File: src/rtl/conv_mac_sequencer.sv
// Sequencer for one KxK convolution window: streams operands from the image/weight buffers and accumulates products through the shared ALU.
// Optional macro CONV_RELU_EN clamps negative window sums to zero when the result is loaded.
module conv_mac_sequencer #(
    parameter int DATA_W = 32,
    parameter int ADDR_W = 10,
    parameter int MAX_K  = 5
) (
    input  logic              clk,
    input  logic              rst,
    input  logic              start,
    input  logic [2:0]        k_size,
    input  logic [ADDR_W-1:0] img_base,
    input  logic [ADDR_W-1:0] img_stride,
    input  logic [ADDR_W-1:0] wgt_base,
    output logic [ADDR_W-1:0] img_addr,
    output logic [ADDR_W-1:0] wgt_addr,
    output logic              rd_en,
    input  logic [DATA_W-1:0] img_data,
    input  logic [DATA_W-1:0] wgt_data,
    output logic [DATA_W-1:0] alu_a,
    output logic [DATA_W-1:0] alu_b,
    output logic [2:0]        alu_ctrl,
    input  logic [DATA_W-1:0] alu_result,
    input  logic              alu_overflow,
    output logic              busy,
    output logic [DATA_W-1:0] result,
    output logic              result_valid,
    input  logic              result_ready,
    output logic              ovf,
    output logic              err
);

    localparam logic [2:0] K_MAX = 3'(MAX_K);
    localparam logic [2:0] ALU_ADD = 3'b000;

    typedef enum logic [1:0] {IDLE, FETCH, DRAIN, HOLD} state_t;

    state_t state, state_nxt;

    logic [2:0]               k_lat;
    logic [2:0]               row;
    logic [2:0]               col;
    logic [ADDR_W-1:0]        stride_r;
    logic [ADDR_W-1:0]        img_row;
    logic signed [DATA_W-1:0] acc;
    logic                     vld_p1;
    logic                     accept;
    logic                     reject;
    logic                     k_ok;
    logic                     last_elem;
    logic                     acc_en;
    logic signed [DATA_W-1:0] product_p1;

    function automatic logic signed [DATA_W-1:0] mul_trunc(
        input logic signed [DATA_W-1:0] a,
        input logic signed [DATA_W-1:0] b
    );
        // Self-determined DATA_W context keeps only the low bits of the product.
        return a * b;
    endfunction

    function automatic logic [DATA_W-1:0] relu_out(input logic [DATA_W-1:0] v);
`ifdef CONV_RELU_EN
        return v[DATA_W-1] ? '0 : v;
`else
        return v;
`endif
    endfunction

    assign k_ok      = (k_size != 3'd0) && (k_size <= K_MAX);
    assign last_elem = (row == k_lat - 3'd1) && (col == k_lat - 3'd1);

    always_ff @(posedge clk) begin
        if (rst) begin
            state <= IDLE;
        end else begin
            state <= state_nxt;
        end
    end

    always_comb begin
        state_nxt = state;
        accept    = 1'b0;
        reject    = 1'b0;
        case (state)
            IDLE: begin
                if (start) begin
                    if (k_ok) begin
                        accept    = 1'b1;
                        state_nxt = FETCH;
                    end else begin
                        reject = 1'b1;
                    end
                end
            end
            FETCH: begin
                if (last_elem) begin
                    state_nxt = DRAIN;
                end
            end
            DRAIN: begin
                state_nxt = HOLD;
            end
            HOLD: begin
                if (result_valid && result_ready) begin
                    state_nxt = IDLE;
                end
            end
            default: begin
                state_nxt = IDLE;
            end
        endcase
    end

    // Stage p1: buffer data for the element issued last cycle is on img_data/wgt_data.
    assign acc_en     = ((state == FETCH) && vld_p1) || (state == DRAIN);
    assign product_p1 = mul_trunc($signed(img_data), $signed(wgt_data));

    assign rd_en    = (state == FETCH);
    assign busy     = (state != IDLE);
    assign alu_ctrl = ALU_ADD;
    assign alu_a    = acc_en ? acc : '0;
    assign alu_b    = acc_en ? product_p1 : '0;

    always_ff @(posedge clk) begin
        if (rst) begin
            k_lat        <= '0;
            row          <= '0;
            col          <= '0;
            stride_r     <= '0;
            img_row      <= '0;
            img_addr     <= '0;
            wgt_addr     <= '0;
            acc          <= '0;
            vld_p1       <= 1'b0;
            result       <= '0;
            result_valid <= 1'b0;
            ovf          <= 1'b0;
            err          <= 1'b0;
        end else begin
            vld_p1 <= (state == FETCH);
            err    <= reject;

            if (accept) begin
                k_lat    <= k_size;
                stride_r <= img_stride;
                row      <= '0;
                col      <= '0;
                img_row  <= img_base;
                img_addr <= img_base;
                wgt_addr <= wgt_base;
                acc      <= '0;
                ovf      <= 1'b0;
            end

            // Addresses are walked incrementally; wrap at 2^ADDR_W is intended.
            if (state == FETCH) begin
                wgt_addr <= wgt_addr + 1'b1;
                if (col == k_lat - 3'd1) begin
                    col      <= '0;
                    row      <= row + 3'd1;
                    img_row  <= img_row + stride_r;
                    img_addr <= img_row + stride_r;
                end else begin
                    col      <= col + 3'd1;
                    img_addr <= img_addr + 1'b1;
                end
            end

            if (acc_en) begin
                acc <= $signed(alu_result);
                ovf <= ovf | alu_overflow;
            end

            if (state == DRAIN) begin
                result       <= relu_out(alu_result);
                result_valid <= 1'b1;
            end

            if ((state == HOLD) && result_ready) begin
                result_valid <= 1'b0;
            end
        end
    end

endmodule

File: config.mk
export PLATFORM = sky130hd
export DESIGN_NAME = conv_mac_sequencer
export DESIGN_NICKNAME = d
export VERILOG_FILES = /design/src/rtl/conv_mac_sequencer.sv
export SDC_FILE = /design/constraint.sdc
export NUM_CORES = 2
export LEC_CHECK = 0
export CORE_AREA = 10 10 211 213
export CTS_BUF_LIST = sky130_fd_sc_hd__clkbuf_8 sky130_fd_sc_hd__clkbuf_16
export DETAILED_ROUTE_END_ITERATION = 12
export DIE_AREA = 0 0 221 223
export PLACE_DENSITY = 0.78
export SYNTH_ARGS = -nofsm -noshare
export SYNTH_HDL_FRONTEND = slang
export SYNTH_SLANG_ARGS = --single-unit
File: constraint.sdc
create_clock -name clk -period 12.7 [get_ports clk]
set_input_delay 2.54 -clock clk [delete_from_list [all_inputs] [get_ports clk]]
set_output_delay 2.54 -clock clk [all_outputs]
set_load 0.01 [all_outputs]
# --- Word level (Yosys, flattened, before mapping) ---
# Cells that the tools add are included.
op_classes:
  add_sub_neg: 6
  multipliers: 1
  order_cmp: 1
  eq_ne: 9
  mux: 29
  bitwise_logic: 3
  reduce_logical: 14
ops:
  columns: ["operator", "n"]
  rows:
  - ["$mux 32", 4]
  - ["$mux 10", 8]
  - ["$mul 32x32->32", 1]
  - ["$add 10x1->10 const B", 2]
  - ["$mux 3", 6]
  - ["$add 10x10->10", 1]
  - ["$mux 2", 4]
  - ["$pmux 2 s4", 1]
  - ["$add 3x1->3 const B", 2]
  - ["$eq 3x3->1", 2]
  - ["$mux 1", 6]
  - ["$ne 2x2->1 const B", 3]
  - ["$reduce_bool 2->1", 3]
  - ["$logic_and 1x1->1", 5]
  - ["$eq 2x2->1 const B", 2]
  - ["$reduce_and 4->1", 1]
  - ["$le 3x3->1 const B", 1]
  - ["$reduce_bool 3->1", 1]
  - ["$reduce_or 3->1", 1]
  - ["$sub 3x1->3 const B", 1]
  - ["$eq 2x1->1 const B", 1]
  - ["$logic_not 2->1", 1]
  - ["$ne 2x1->1 const B", 1]
  - ["$not 1->1", 2]
  - ["3 further kinds", 3]
word_totals:
  ff_bits: 119
  out_inout_bits: 124

# --- Longest topological paths before layout ---
depth:
  ltp_word: 8
  depth_mapped: 27

# --- Least setup slack after synthesis ---
# No wires, ideal clock.
synth_path:
  path_kind: "input port to output port"
  from: "input wgt_data[3]"
  to: "output alu_b[30]"
  arrival_time_ns: 9.426
  required_ns: 10.160
  path_slack_ns: 0.734
  cell_stages: 25
  cell_sequence: "clkbuf_1 > clkbuf_1 > and2_1 > fa_1 > fa_1 > inv_1 > fa_1 > fa_1 > inv_1 > fa_1 > inv_1 > fa_1 > inv_1 > fa_1 > fa_1 > ha_1 > a21o_1 > a21o_1 > a221o_1 > a21o_1 > a21o_1 > a21o_1 > a221o_1 > a2111oi_4 > a211oi_2"
synth_via:
  elab_chain_len: 2
synth_rtl:
  columns: ["item", "line", "rtl"]
  rows:
  - ["from (decl)", "19", "input logic [DATA_W-1:0] wgt_data,"]
  - ["$mul 32x32->32", "59", "return a * b;"]
  - ["$mux 32", "123", "assign alu_b = acc_en ? product_p1 : '0;"]
  - ["to (decl)", "21", "output logic [DATA_W-1:0] alu_b,"]
# No other way between the ends.

# --- Worst setup path in the final report ---
layout_path:
  from: "input wgt_data[5]"
  to: "output alu_b[30]"
# Same word-level chain as after synthesis.

==> summary.md <==
| Metric | Value |
|---|---|
| Total GRT Usage | about a quarter |
| RSZ-0062 raised after global routing | true |
| Die width | roughly 220 um |
| Most area-consuming cells after synthesis | fa_1 (37%), and2_1 (11%), dfxtp_1 (11%) |
| DRC viols | 0 |
| Via Count | 17,700 |
| Top_reg_cell synth | dfxtp_1 |
| Die area | 0.0493 mm^2 |
| Top cell type's share of synthesized area | between 30% and 40% |
| Fin Setup TNS | 0 ps |
| GR met1 Demand/Resource | 30.1% |
| Least-Margin Pin Slew | 1170 ps |
| Core box area | around 0.040 mm^2 |
| Initial antenna violation count | 6 |
| Routability cong. | 0.948 |
| Num CTS Buffers | 17 |
| Yosys warning count | 0 |
| Final Cycle Share | 98.9% |
| Seq/Total Area, Yosys | 10.9% |
| Final min period | between 10,000 and 15,000 ps |
| Clock slew at reported path FFs | 50 ps |
| Mapped Avg Cell Area | between 8 and 9 um^2 |
| Worst-skew pair later-pin latency | 430 ps |
| Status | completed |
| Setup violators final | 0 |
| Fraction of registers with async set/reset | 0% |
| Final clock skew | 11.3 ps |
| First-pass DRT Iterations | 6 |
| Hpwl dp | 54,100 um |
| Synthesized area | 0.0218 mm^2 |
| CP Capture Type | output pin |
| Arrival @ worst endpoint | 10,030 ps |
| # IOs | ~260 |
| Vias in the first global route | roughly 19,000 |
| Fmax | a little under 80 MHz |
| GR Util met2 | a little under half |
| Final core occ | 65.2% |
| DR vias/cell | 5.35 |
| IO buf count | 254 |
| Routed WL | 64,200 um |
| Pin count of the biggest net entering global routing | 102 |
| CP required | 10,160 ps |
| Max_slew headroom | 21.7% |
| Die height | roughly 220 um |
| Hold Path Class | reg -> reg |
| Sinks on Clock Net | 119 |
| Grt ovf | 0 |
| Slew Viols, Final | 0 |
| First-pass GRT wire length | 104,000 um |
| Post-synth EDFFs | 0 |
| Met3 usage | 7.65% |
| Setup CP Type | in -> out |
| Layout cells sized above 1 | 7.10% |
| Yosys cell types | 53 |
| Crit Path Max Fanout | 8 |
| Synth area leader | fa_1 |
| Max cap viols | 0 |
| CTS root buf | clkbuf_16 |
| Initial core utilization | a little over half |
| CTS tree | done |
| CP Launch Type | input pin |
| Final ANT Viol Nets | 0 |
| Synth Register Bits | around 120 |
| Starting DRT DRC Count | 915 |
| Cell count after synthesis | 2,494 |
| GR peak layer | met2 |
| Final hold violations | 0 |
| Clk buf depth | 2 |
| Final-stage net count | 3,473 |
| H-tree depth | 4 |
| P&R area growth vs syn | 20.5% |
| # rows | 74 |
| Per-cell routed wire length | 19.4 um |
-- cell families after synthesis --
kind of cell | share of synthesized area, %
buffers and inverters | 9.75
DFF | 10.9
muxes | 1.51
AOI/OAI and AO/OA | 5.71
xor gates and xnor gates | 4.21
other | 0.0172
adders and majority gates | 47.2
and+or+nand+nor | 20.7
-- worst max-delay path, stage by stage --
cell and delay, ps:
clkdlybuf4s50_1 430, buf_6 160, and2_1 180, fa_2 570
fa_2 440, fa_1 510, inv_1 50, fa_1 470
inv_1 60, fa_1 500, inv_1 60, fa_1 530
inv_1 50, fa_1 500, fa_2 450, ha_2 190
a21o_1 150, a21o_1 170, a221o_1 340, a21o_1 180
a21o_1 170, a21o_1 180, a221o_1 360, buf_4 150
a21o_1 170, a211oi_2 290, buf_2 190
-- final timing paths --
check | from | end | slack [ps] | cells past startpoint
hold / removal | acc[16] | acc[16] | 460 | 2
setup reg to reg | k_lat[0] | img_row[1] | 9710 | 9
setup / recovery | wgt_data[5] | alu_b[30] | 130 | 27
hold reg to reg | acc[16] | acc[16] | 460 | 2
-- metrics by stage --
| stage | cell area [um^2] | instances | setup slack [ps] | hold slack (ps) |
|---|---|---|---|---|
| after detailed placement | 25500 | 3268 | -389 | 454 |
| final | 26300 | 3310 | 134 | 463 |
| after global placement | 25500 | 3268 | -328 | 448 |
| after global routing | 26300 | 3310 | -89.3 | 486 |
| after CTS | 26100 | 3302 | -129 | 461 |
| after floorplan | 21800 | 2496 | 734 | 436 |
-- area by class of cell --
| type | count | area, um^2 |
|---|---|---|
| tap | 532 | 666 |
| antenna | 5 | 12.5 |
| clock inverter | 14 | 163 |
| inverter | 429 | 1610 |
| multi-input combinational | 1813 | 17500 |
| fill | 3351 | 14100 |
| clock buffer | 17 | 425 |
| timing repair buffer | 381 | 3600 |
| sequential | 119 | 2380 |
-- sequential cells by signal, indices dropped and copies added (netlist names), 10 cells and up --
register	cells
result	32
img_row	10
stride_r	10
acc	32
wgt_addr	10
img_addr	10
-- cell usage after synthesis (2+ instances only) --
| cell type | instances |
|---|---|
| buf_1 | 8 |
| a31o_2 | 4 |
| nor4_1 | 2 |
| nand2_1 | 287 |
| o21ai_0 | 34 |
| dfxtp_1 | 119 |
| a221o_1 | 3 |
| a211oi_1 | 12 |
| a31oi_1 | 11 |
| or2_2 | 5 |
| and3_1 | 10 |
| clkbuf_1 | 124 |
| o21a_1 | 5 |
| fa_1 | 409 |
| and2_1 | 395 |
| nor2b_1 | 7 |
| o211ai_1 | 2 |
| o21bai_1 | 2 |
| xnor2_1 | 73 |
| buf_4 | 3 |
| a21o_1 | 17 |
| a311oi_1 | 7 |
| nand2b_1 | 5 |
| nor3_1 | 15 |
| xor2_1 | 32 |
| a41oi_1 | 2 |
| a21oi_1 | 89 |
| inv_1 | 428 |
| mux2i_1 | 33 |
| nand3_1 | 55 |
| nor2_1 | 106 |
| ha_1 | 169 |
-- layout by cell type, fill, tap and decap left out, types with 7 or more instances in the layout --
cell             count
dfxtp_1            119
xor2_1              32
xnor2_1             71
buf_4              107
ha_1               164
buf_6               18
mux2i_1             33
a311oi_1             7
and2_1             390
a211oi_1            11
fa_1               405
inv_1              429
a21o_1              16
and3_1              10
clkbuf_16           17
a21oi_1             87
nor3_1              15
nand2_1            287
a31oi_1             10
nor2_1             106
nand3_1             54
clkdlybuf4s50_1    242
o21ai_0             29
-- timing repair --
item	in CTS	in global routing
setup buffers	3	3
gates resized for setup	12	53
pin swaps	3	23
setup endpoints to repair	5	11
hold buffers	0	0
-- routing by layer --
metal | share of wire [%] | up-vias
li1 | - | 8059
met3 | 8.4 | 127
met4 | 3.7 | 2
met1 | 38 | 8869
met2 | 50 | 635
met5 | 0.020 | -
Power is not shown: default switching activity piles up to over one toggle a cycle in this logic, so the estimate is an artifact.
